### src/rtl/ifu_prefetch.sv
// Instruction-fetch unit with an in-order prefetch buffer.
// Keeps up to FIFO_DEPTH AXI reads outstanding and buffers the returned
// words with their PCs for the IDU. A redirect flushes the buffer and
// discards in-flight responses. A bad response becomes a faulting entry,
// and fetching then stops until the next redirect.
module ifu_prefetch #(
  parameter int                  DATA_LEN   = 32,
  parameter int                  FIFO_DEPTH = 4,
  parameter logic [DATA_LEN-1:0] RST_PC     = 32'h80000000,
  parameter logic [DATA_LEN-1:0] NOP_INST   = 32'h00000013
) (
  input  logic                clk,
  input  logic                rst_n,
  input  logic                Jump_flag,
  input  logic [DATA_LEN-1:0] Jump_PC,
  output logic                arvalid,
  input  logic                arready,
  output logic [DATA_LEN-1:0] PC_to_sram,
  input  logic [DATA_LEN-1:0] inst_in,
  input  logic                rvalid,
  input  logic [2:0]          rresp,
  output logic                rready,
  output logic                inst_valid,
  input  logic                inst_ready,
  output logic [DATA_LEN-1:0] inst_fetch,
  output logic [DATA_LEN-1:0] PC_now,
  output logic                inst_fault
);

  localparam int PW = $clog2(FIFO_DEPTH);
  localparam int CW = PW + 1;
  localparam logic [CW:0] DEPTH_W = (CW+1)'(FIFO_DEPTH);
  localparam logic [DATA_LEN-1:0] PC_STEP = DATA_LEN'(4);

  localparam logic [1:0] AR_IDLE = 2'd0;
  localparam logic [1:0] AR_WAIT = 2'd1;
  localparam logic [1:0] AR_HALT = 2'd2;

  // AR channel control
  logic [1:0]          ar_state_q, ar_state_d;
  logic                arvalid_q, arvalid_d;
  logic [DATA_LEN-1:0] araddr_q, araddr_d;
  // fetch_pc is the address the next issued AR will carry
  logic [DATA_LEN-1:0] fetch_pc_q, fetch_pc_d;

  // Occupancy bookkeeping
  logic [CW-1:0] count_q, count_d;
  logic [CW-1:0] inflight_q, inflight_d;
  logic [CW-1:0] stale_q, stale_d;

  // Prefetch buffer
  logic [DATA_LEN-1:0] buf_inst_q  [FIFO_DEPTH];
  logic [DATA_LEN-1:0] buf_pc_q    [FIFO_DEPTH];
  logic                buf_fault_q [FIFO_DEPTH];
  logic [PW-1:0]       buf_wr_q, buf_wr_d;
  logic [PW-1:0]       buf_rd_q, buf_rd_d;

  // PCs of accepted ARs awaiting their R beat
  logic [DATA_LEN-1:0] pcq_q [FIFO_DEPTH];
  logic [PW-1:0]       pcq_wr_q, pcq_wr_d;
  logic [PW-1:0]       pcq_rd_q, pcq_rd_d;

  logic          ar_hs;
  logic          r_fire;
  logic          r_drop;
  logic          r_push;
  logic          r_fault;
  logic          head_vld;
  logic          pop;
  logic [CW-1:0] infl_after_r;
  logic          credit_now;
  logic          credit_next;
  logic [DATA_LEN-1:0] push_inst;

  assign ar_hs        = arvalid_q & arready;
  // A beat with nothing outstanding is a protocol error and is ignored.
  assign r_fire       = rvalid & (inflight_q != '0);
  assign r_drop       = r_fire & (Jump_flag | (stale_q != '0));
  assign r_push       = r_fire & ~r_drop;
  assign r_fault      = r_push & (rresp != 3'b000);
  assign head_vld     = (count_q != '0);
  assign pop          = head_vld & inst_ready & ~Jump_flag;
  assign infl_after_r = inflight_q - CW'(r_fire);
  assign push_inst    = r_fault ? NOP_INST : inst_in;

  // Space is reserved when an AR is issued, so credit covers both
  // buffered entries and reads not yet returned.
  assign credit_now  = ({1'b0, count_q} + {1'b0, inflight_q}) < DEPTH_W;
  assign credit_next = ({1'b0, count_d} + {1'b0, infl_after_r}) < DEPTH_W;

  // Buffer occupancy and pointer next-state
  always_comb begin
    count_d  = count_q + CW'(r_push) - CW'(pop);
    buf_wr_d = buf_wr_q + PW'(r_push);
    buf_rd_d = buf_rd_q + PW'(pop);
    pcq_wr_d = pcq_wr_q + PW'(ar_hs);
    pcq_rd_d = pcq_rd_q + PW'(r_fire);
    if (Jump_flag) begin
      count_d  = '0;
      buf_rd_d = buf_wr_q;
    end
  end

  // AR issue FSM, in-flight and stale accounting
  always_comb begin
    ar_state_d = ar_state_q;
    arvalid_d  = arvalid_q;
    araddr_d   = araddr_q;
    fetch_pc_d = fetch_pc_q;
    inflight_d = infl_after_r;
    stale_d    = stale_q - CW'(r_fire && (stale_q != '0));
    if (Jump_flag) begin
      // Everything still outstanding, including a held AR, is now stale.
      stale_d    = infl_after_r;
      fetch_pc_d = Jump_PC;
      arvalid_d  = arvalid_q & ~arready;
      ar_state_d = (arvalid_q & ~arready) ? AR_WAIT : AR_IDLE;
    end else if (r_fault) begin
      stale_d    = infl_after_r;
      arvalid_d  = arvalid_q & ~arready;
      ar_state_d = AR_HALT;
    end else begin
      case (ar_state_q)
        AR_IDLE: begin
          if (credit_now) begin
            arvalid_d  = 1'b1;
            araddr_d   = fetch_pc_q;
            fetch_pc_d = fetch_pc_q + PC_STEP;
            inflight_d = infl_after_r + CW'(1);
            ar_state_d = AR_WAIT;
          end
        end
        AR_WAIT: begin
          if (ar_hs) begin
            if (credit_next) begin
              araddr_d   = fetch_pc_q;
              fetch_pc_d = fetch_pc_q + PC_STEP;
              inflight_d = infl_after_r + CW'(1);
            end else begin
              arvalid_d  = 1'b0;
              ar_state_d = AR_IDLE;
            end
          end
        end
        AR_HALT: begin
          // A request already presented must still complete.
          arvalid_d = arvalid_q & ~arready;
        end
        default: begin
          arvalid_d  = 1'b0;
          ar_state_d = AR_IDLE;
        end
      endcase
    end
  end

  // Control registers
  always_ff @(posedge clk or negedge rst_n) begin
    if (!rst_n) begin
      ar_state_q <= AR_IDLE;
      arvalid_q  <= 1'b0;
      araddr_q   <= RST_PC;
      fetch_pc_q <= RST_PC;
      count_q    <= '0;
      inflight_q <= '0;
      stale_q    <= '0;
      buf_wr_q   <= '0;
      buf_rd_q   <= '0;
      pcq_wr_q   <= '0;
      pcq_rd_q   <= '0;
    end else begin
      ar_state_q <= ar_state_d;
      arvalid_q  <= arvalid_d;
      araddr_q   <= araddr_d;
      fetch_pc_q <= fetch_pc_d;
      count_q    <= count_d;
      inflight_q <= inflight_d;
      stale_q    <= stale_d;
      buf_wr_q   <= buf_wr_d;
      buf_rd_q   <= buf_rd_d;
      pcq_wr_q   <= pcq_wr_d;
      pcq_rd_q   <= pcq_rd_d;
    end
  end

  // Buffer and PC-queue storage
  always_ff @(posedge clk or negedge rst_n) begin
    if (!rst_n) begin
      for (int i = 0; i < FIFO_DEPTH; i++) begin
        buf_inst_q[i]  <= NOP_INST;
        buf_pc_q[i]    <= RST_PC;
        buf_fault_q[i] <= 1'b0;
        pcq_q[i]       <= RST_PC;
      end
    end else begin
      if (r_push) begin
        buf_inst_q[buf_wr_q]  <= push_inst;
        buf_pc_q[buf_wr_q]    <= pcq_q[pcq_rd_q];
        buf_fault_q[buf_wr_q] <= r_fault;
      end
      if (ar_hs) begin
        pcq_q[pcq_wr_q] <= araddr_q;
      end
    end
  end

  // A read beat with nothing outstanding is a protocol violation.
  always @(posedge clk) begin
    if (rst_n && rvalid) begin
      assert (inflight_q != '0);
    end
  end

  assign arvalid    = arvalid_q;
  assign PC_to_sram = araddr_q;
  assign rready     = 1'b1;
  assign inst_valid = head_vld;
  assign inst_fetch = head_vld ? buf_inst_q[buf_rd_q] : NOP_INST;
  assign PC_now     = buf_pc_q[buf_rd_q];
  assign inst_fault = head_vld & buf_fault_q[buf_rd_q];

endmodule

### config.mk
export PLATFORM = sky130hd
export DESIGN_NAME = ifu_prefetch
export DESIGN_NICKNAME = d
export VERILOG_FILES = /design/src/rtl/ifu_prefetch.sv
export SDC_FILE = /design/constraint.sdc
export NUM_CORES = 1
export LEC_CHECK = 0
export CORE_UTILIZATION = 30
export CTS_BUF_LIST = sky130_fd_sc_hd__clkbuf_4 sky130_fd_sc_hd__clkbuf_8
export DETAILED_ROUTE_END_ITERATION = 7
export SLEW_MARGIN = 20
export SYNTH_ARGS = -nofsm -noshare
export SYNTH_HDL_FRONTEND = slang
export SYNTH_SLANG_ARGS = --single-unit
### constraint.sdc
create_clock -name clk -period 11 [get_ports clk]
set_input_delay 2.75 -clock clk [delete_from_list [all_inputs] [get_ports clk]]
set_output_delay 2.75 -clock clk [all_outputs]
set_load 0.005 [all_outputs]
==> impl_metrics.env, run 1 <==
export IMPL_status="completed"
export IMPL_synthToLayoutAreaGrowth_pct=21.9
export IMPL_routed_via_density=4.95
export IMPL_crit_slowest_cell="inv_1"
export IMPL_worst_ir_drop_vdd_mv=0.124
export IMPL_clk_pin_slew_worst_paths_ns=0.06
export IMPL_drt_iter0_drc=908
export IMPL_worstPathRequired_ns=11.57
export IMPL_postCtsSetupRepairBufs=0
export IMPL_worst_pin_slew_ns=1.05
export IMPL_yosysSeqAreaShare_pct=56.2
export IMPL_skew_ns=0.0331
export IMPL_switching_share_pct=32.1
export IMPL_postRouteAntennaNets=0
export IMPL_cts_tree="done"
export IMPL_cp_start_kind="input port"
export IMPL_fp_dieH_um=267
export IMPL_rows=96
export IMPL_placed_area_um2=23700
export IMPL_drt_pre_antenna_iters=5
export IMPL_grt_ovfl_total=0
export IMPL_intPower_mw=4.58
export IMPL_max_freq_ghz=0.145
export IMPL_cts_inserted_buffers=83
export IMPL_syn_avg_cell_area_um2=13.4
export IMPL_r2r_start="count_q[1]$_DFF_PN0_"
export IMPL_grt_pass1_vias=14685
export IMPL_syn_area_um2=21100
export IMPL_htreeDepth=3
export IMPL_r2r_cells=15
export IMPL_hold_path_class="reg2reg"
export IMPL_seqPwrFrac_pct=41.6
export IMPL_antenna_found_initial=3
export IMPL_synth_edf_count=0
export IMPL_final_design_area_no_fill_um2=25700
export IMPL_clock_path_buffers=3
export IMPL_finalHoldViolations=0
export IMPL_fin_crit_sh_pct=62.9
export IMPL_die_w_um=267
export IMPL_die_area_um2=71200
export IMPL_p_leak_nw=11.2
export IMPL_fin_crit_ns=6.92
export IMPL_slew_violations=0
export IMPL_hold_depth=2
export IMPL_pin_count=173
export IMPL_clock_latency_ns=0.66
export IMPL_vias=13609
export IMPL_synthCells=1574
export IMPL_critPathMaxStageDelay_ns=0.82
export IMPL_r2r_slack_ns=6.00
export IMPL_rr_endpoint="fetch_pc_q[15]$_DFFE_PN0P_"
export IMPL_hpwl_um=36000
export IMPL_grt_setup_unrepaired="false"
export IMPL_syn_nets=1662
export IMPL_setup_viol=0
export IMPL_tns_ns=0
export IMPL_fin_cells=2752
export IMPL_hold_path_endpoint="buf_inst_q[27]$_DFFE_PN0P_"
export IMPL_endpoint_kind="flip-flop"
export IMPL_clock_sinks=472
export IMPL_crit_chain="buf_2 > buf_4 > inv_1 > nand4_1 > fa_1 > xnor2_1 > nor2_1 > ha_1 > or3_1 > nor4_4 > o21ai_2 > or4_1 > a31oi_1"
export IMPL_combPwrFrac_pct=31.9
export IMPL_path_class="in2reg"
export IMPL_cp_max_fo=58
export IMPL_cellPowerDensity_nw_per_um2=263
export IMPL_yosysWarnings=0
export IMPL_ys_flop_type="dfrtp_1"
export IMPL_timing_max_cap_violations=0
export IMPL_place_congestion=0.853
export IMPL_root_buffer="clkbuf_8"
export IMPL_arrival_ns=7.49
export IMPL_initial_core_util_pct=30.5
export IMPL_io_buffer_count=171
export IMPL_ys_types=71
export IMPL_drc=0
export IMPL_final_nets=1841
export IMPL_core_area_um2=69100
export IMPL_p_sw_mw=2.17
export IMPL_ys_ff_latch=472
export IMPL_p_clk_share_pct=26.5
export IMPL_dp_cells=2597
export IMPL_grt_total_usage_pct=16.0
export IMPL_async_flop_share_pct=100
export IMPL_wl_um=55600
export IMPL_post_cts_resized=0
export IMPL_grt_pass1_wl_um=86900
export IMPL_drive_gt1_share_pct=34.1
export IMPL_routedWlPerCell_um=20.2
export IMPL_hold_start="buf_inst_q[27]$_DFFE_PN0P_"
export IMPL_cts_hold_buf=0
export IMPL_slew_headroom_pct=29.2
export IMPL_grt_max_degree=113
placed cells by master (no fill, tap or decap), drive strengths merged, types with 3 or more instances in the layout:
master	count
dfrtp	450
mux2	291
nand2	193
clkdlybuf4s50	169
o21ai	149
clkbuf	126
mux4	97
nor2	37
and2	32
buf	27
dfstp	22
inv	22
clkinv	16
nor3	15
ha	14
a21oi	13
nand3	13
nand4	10
xor2	10
xnor2	8
or3	8
o22ai	7
a31oi	7
o211ai	6
nor4	6
and3	5
nand3b	5
o31ai	5
or4	5
o2111ai	4
bufinv	4
or2	3
o32ai	3
clkinvlp	3
nor3b	3
per-layer routing:
metal	wire (um)	GRT usage (%)
met2	26800	25.7
met3	3480	3.78
met4	1270	4.99
met5	13	0
met1	24000	21.2
power by group through the flow:
| stage | sequential [mW] | clock [mW] | combinational (mW) |
|---|---|---|---|
| 3_3_place_gp | 2.79 | 0 | 2.12 |
| 5_1_grt | 2.90 | 1.92 | 2.35 |
| 3_5_place_dp | 2.84 | 0 | 2.19 |
| 6_report | 2.81 | 1.79 | 2.15 |
| 4_1_cts | 2.81 | 1.84 | 2.19 |
| 2_1_floorplan | 2.62 | 0 | 1.47 |
cell families (layout without fill, tap and decap cells):
group	after synthesis	after routing	share of synthesized area, %
buffers and inverters	121	367	2.32
multiplexers	389	389	26.0
XOR/XNOR	18	18	0.749
AO/OA/AOI/OAI	219	219	6.19
AND/OR/NAND/NOR	339	339	7.58
flip-flops	472	472	56.2
adder cells (fa/ha/maj)	15	15	0.927
other	1	2	0.0178
how the worst max path moves through the flow:
| stage | start | to | slack [ns] | depth (start not counted) |
|---|---|---|---|---|
| after floorplan | Jump_flag | fetch_pc_q[17]$_DFFE_PN0P_ | 4.54 | 14 |
| after global placement | Jump_flag | fetch_pc_q[21]$_DFFE_PN0P_ | 3.53 | 13 |
| after detailed placement | Jump_flag | fetch_pc_q[21]$_DFFE_PN0P_ | 3.45 | 13 |
| after CTS | Jump_flag | fetch_pc_q[15]$_DFFE_PN0P_ | 4.17 | 13 |
| after global routing | Jump_flag | fetch_pc_q[21]$_DFFE_PN0P_ | 3.75 | 13 |
| final | Jump_flag | fetch_pc_q[15]$_DFFE_PN0P_ | 4.08 | 13 |
through the flow:
step	power, mW	hold slack (ns)	utilization [%]	worst slack [ns]
global placement	4.91	0.456	34.4	3.53
CTS	6.85	0.480	37.1	4.17
global route	7.17	0.493	37.2	3.75
floorplan	4.09	0.445	-	4.54
finish	6.75	0.474	37.2	4.08
detailed placement	5.03	0.467	34.4	3.45
cell usage after synthesis (2+ instances only):
library cell | count | area share (%)
dfrtp_1 | 450 | 53
mux2_2 | 291 | 16
nand2_1 | 193 | 3.4
o21ai_0 | 146 | 3.5
mux4_2 | 97 | 10
clkbuf_1 | 69 | 1.2
nor2_1 | 37 | 0.66
and2_1 | 32 | 0.95
buf_2 | 22 | 0.52
dfstp_2 | 22 | 2.7
inv_1 | 19 | 0.34
ha_1 | 14 | 0.83
nand3_1 | 13 | 0.31
a21oi_1 | 12 | 0.29
nor3_1 | 11 | 0.26
nand4_1 | 10 | 0.30
xor2_1 | 10 | 0.42
buf_1 | 9 | 0.16
xnor2_1 | 8 | 0.33
o22ai_1 | 7 | 0.21
or3_1 | 7 | 0.21
a31oi_1 | 6 | 0.18
o211ai_1 | 6 | 0.21
and3_1 | 5 | 0.15
nand3b_1 | 5 | 0.18
nor4_1 | 4 | 0.12
o2111ai_1 | 4 | 0.17
o31ai_1 | 4 | 0.14
nor3_2 | 3 | 0.14
nor3b_1 | 3 | 0.11
o32ai_1 | 3 | 0.12
or2_2 | 3 | 0.089
or4_1 | 3 | 0.11
a211oi_1 | 2 | 0.071
a221oi_1 | 2 | 0.083
a311oi_1 | 2 | 0.083
a31o_2 | 2 | 0.083
buf_4 | 2 | 0.071
nor2b_1 | 2 | 0.059
o21ai_2 | 2 | 0.083
or4_4 | 2 | 0.11
critical path, delay by kind of cell:
family | cells | cell delay [ns]
buffers and inverters | 3 | 1.23
xor gates and xnor gates | 1 | 0.18
adders and majority gates | 2 | 0.80
AOI/OAI and AO/OA | 2 | 0.46
and+or+nand+nor | 5 | 2.03
area by class of cell:
type,instances,area (um^2)
clock inverters,26,249
clock buffers,126,1630
repair buffers,196,1940
inverters,19,71.3
multi-input cells,981,8760
fillers,6620,43400
well taps,931,1160
flip-flops and latches,472,11800
diodes,1,2.50
sequential cells by signal (all words and copies together) (netlist names):
register,flops
PC_to_sram,32
buf_rd_q,2
pcq_rd_q,2
count_q,3
fetch_pc_q,32
inflight_q,3
pcq_q,128
buf_inst_q,128
stale_q,3
buf_pc_q,128
ar_state_q,2
pcq_wr_q,2
buf_wr_q,2
arvalid,1
buf_fault_q,4
Power figures use the tool's default switching activity.
==> inputs of run 2 (changes only) <==
==> constraint.sdc (replaced) <==
create_clock -name clk -period 5.9 [get_ports clk]
set_input_delay 1.475 -clock clk [delete_from_list [all_inputs] [get_ports clk]]
set_output_delay 1.475 -clock clk [all_outputs]
set_load 0.005 [all_outputs]
==> impl_metrics.env, run 2 (synthesis gave the netlist of run 1 again) <==
export IMPL_status="completed"
export IMPL_finalHoldViolations=0
export IMPL_rr_endpoint="fetch_pc_q[26]$_DFFE_PN0P_"
export IMPL_grt_pass1_wl_um=86900
export IMPL_fin_crit_ns=4.95
export IMPL_setup_ws_ns=0.945
export IMPL_setup_viol=0
export IMPL_vias=13591
export IMPL_skew_ns=0.0318
export IMPL_fin_crit_sh_pct=84.0
export IMPL_grt_total_usage_pct=16.0
export IMPL_postCtsSetupRepairBufs=0
export IMPL_antenna_found_initial=3
export IMPL_cellPowerDensity_nw_per_um2=484
export IMPL_htreeDepth=3
export IMPL_layout_commonest_cell="dfrtp_1"
export IMPL_place_congestion=0.841
export IMPL_max_freq_ghz=0.202
export IMPL_drive_gt1_share_pct=34.0
export IMPL_die_w_um=267
export IMPL_wl_um=56100
export IMPL_worst_pin_slew_ns=1.07
export IMPL_power_mw=12.3
export IMPL_cts_tree="done"
export IMPL_routedWlPerCell_um=20.4
export IMPL_routed_via_density=4.94
export IMPL_rows=96
export IMPL_p_leak_nw=11.1
export IMPL_timing_max_cap_violations=0
export IMPL_final_nets=1845
export IMPL_r2r_slack_ns=1.30
export IMPL_endpoint_kind="flip-flop"
export IMPL_intPower_mw=8.32
export IMPL_reg_top3="buf_inst_q x128, buf_pc_q x128, pcq_q x128"
export IMPL_nFillCells=6568
export IMPL_path_class="in2reg"
export IMPL_crit_slowest_cell="clkdlybuf4s50_1"
export IMPL_hold_start="buf_inst_q[42]$_DFFE_PN0P_"
export IMPL_io_buffer_count=171
export IMPL_hold_path_class="reg2reg"
export IMPL_clock_sinks=472
export IMPL_mostFrequentLayoutCells="dfrtp_1, mux2_2, nand2_1"
export IMPL_drt_iter0_drc=888
export IMPL_critPathBufInv=4
export IMPL_worst_ir_drop_vdd_mv=0.247
export IMPL_crit_chain="clkdlybuf4s50_1 > o31ai_2 > inv_1 > nand2_1 > xnor2_1 > nor2_1 > ha_1 > fa_1 > xnor2_1 > nor2_1 > ha_1 > or3_1 > nor4_4 > buf_4 > buf_4 > o2111ai_1 > or3_1 > a31oi_1"
export IMPL_critPathMaxStageDelay_ns=0.48
export IMPL_hold_path_endpoint="buf_inst_q[42]$_DFFE_PN0P_"
export IMPL_slew_headroom_pct=28.4
export IMPL_arrival_ns=5.53
export IMPL_p_sw_mw=4.03
export IMPL_cts_inserted_buffers=83
export IMPL_place_ws_ns=0.264
export IMPL_combPwrFrac_pct=31.8
export IMPL_die_area_um2=71200
export IMPL_switching_share_pct=32.6
export IMPL_critPathTopFamily="simple AND/OR/NAND/NOR gates"
export IMPL_grt_max_degree=126
export IMPL_drc=0
export IMPL_r2r_start="count_q[2]$_DFF_PN0_"
export IMPL_postRouteAntennaNets=0
export IMPL_slew_violations=0
export IMPL_cts_hold_buf=0
export IMPL_clk_pin_slew_worst_paths_ns=0.05
export IMPL_hold_depth=2
export IMPL_grt_setup_unrepaired="false"
export IMPL_cp_max_fo=6
export IMPL_worstPathRequired_ns=6.47
export IMPL_r2r_cells=17
export IMPL_pin_count=173
export IMPL_synthToLayoutAreaGrowth_pct=21.2
export IMPL_cp_start_kind="input port"
export IMPL_root_buffer="clkbuf_8"
export IMPL_grt_ovfl_total=0
export IMPL_hpwl_um=36100
export IMPL_seqPwrFrac_pct=43.3
export IMPL_p_clk_share_pct=25.0
export IMPL_grt_pass1_vias=14639
export IMPL_post_cts_resized=0
export IMPL_drt_pre_antenna_iters=5
export IMPL_tns_ns=0
export IMPL_core_area_um2=69100
export IMPL_initial_core_util_pct=30.5
export IMPL_fp_dieH_um=267
export IMPL_clock_latency_ns=0.68
export IMPL_clock_path_buffers=3
## run 2: cell types whose count changed in the layout (fill, tap and decap cells not counted), sizes merged
cell	before	now
inv	22	21
bufinv	4	1
clkinv	16	13
buf	27	31
## run 2: cell type report
cell class	count	area, um^2	share of cell area, %
antenna	1	2.50	0.00981
timing repair buffer	200	1970	7.71
multi-input combinational	981	8760	34.3
tap	931	1160	4.57
clock inverter	19	158	0.618
inverter	19	71.3	0.280
clock buffer	126	1540	6.04
sequential	472	11800	46.4
## run 2: how the worst max path moves through the flow
stage,startpoint,slack (ns),end,cells past startpoint
after floorplan,Jump_flag,0.71,fetch_pc_q[17]$_DFFE_PN0P_,14
after global placement,rvalid,0.34,PC_to_sram[5]$_DFFE_PN0P_,17
after detailed placement,rvalid,0.26,PC_to_sram[11]$_DFFE_PN0P_,16
after CTS,rvalid,0.98,fetch_pc_q[26]$_DFFE_PN0P_,18
after global routing,rvalid,0.68,fetch_pc_q[26]$_DFFE_PN0P_,18
final,rvalid,0.95,fetch_pc_q[26]$_DFFE_PN0P_,18
## run 2: power groups by stage
stage	clock [mW]	combinational, mW	sequential [mW]
floorplan	0	2.74	4.88
global placement	0	3.85	5.33
detailed placement	0	3.99	5.42
CTS	3.18	4.01	5.36
global route	3.31	4.28	5.52
finish	3.08	3.92	5.34
## run 2: worst min-delay path, delay by kind of cell, from the launching register on
family          cells  cell delay [ns]
compound gates      1             0.06
flops               1             0.33
simple gates        1             0.04
## run 2: through the flow
step | std cells | cell area (um^2) | hold WS [ns] | utilization, %
after floorplan | 1574 | 21100 | 0.445 | -
after global placement | 2603 | 23800 | 0.456 | 34.5
after detailed placement | 2603 | 23800 | 0.466 | 34.5
after CTS | 2748 | 25500 | 0.479 | 36.9
after global routing | 2749 | 25500 | 0.492 | 36.9
final | 2749 | 25500 | 0.473 | 36.9
## run 2: metal layers
metal | vias up | global-route usage (%) | wire, um
met2 | 384 | 25.6 | 26600
met1 | 7023 | 21.3 | 24700
met5 | - | 0 | 20
met3 | 101 | 4.32 | 3560
met4 | 4 | 4.61 | 1130
li1 | 6079 | - | -
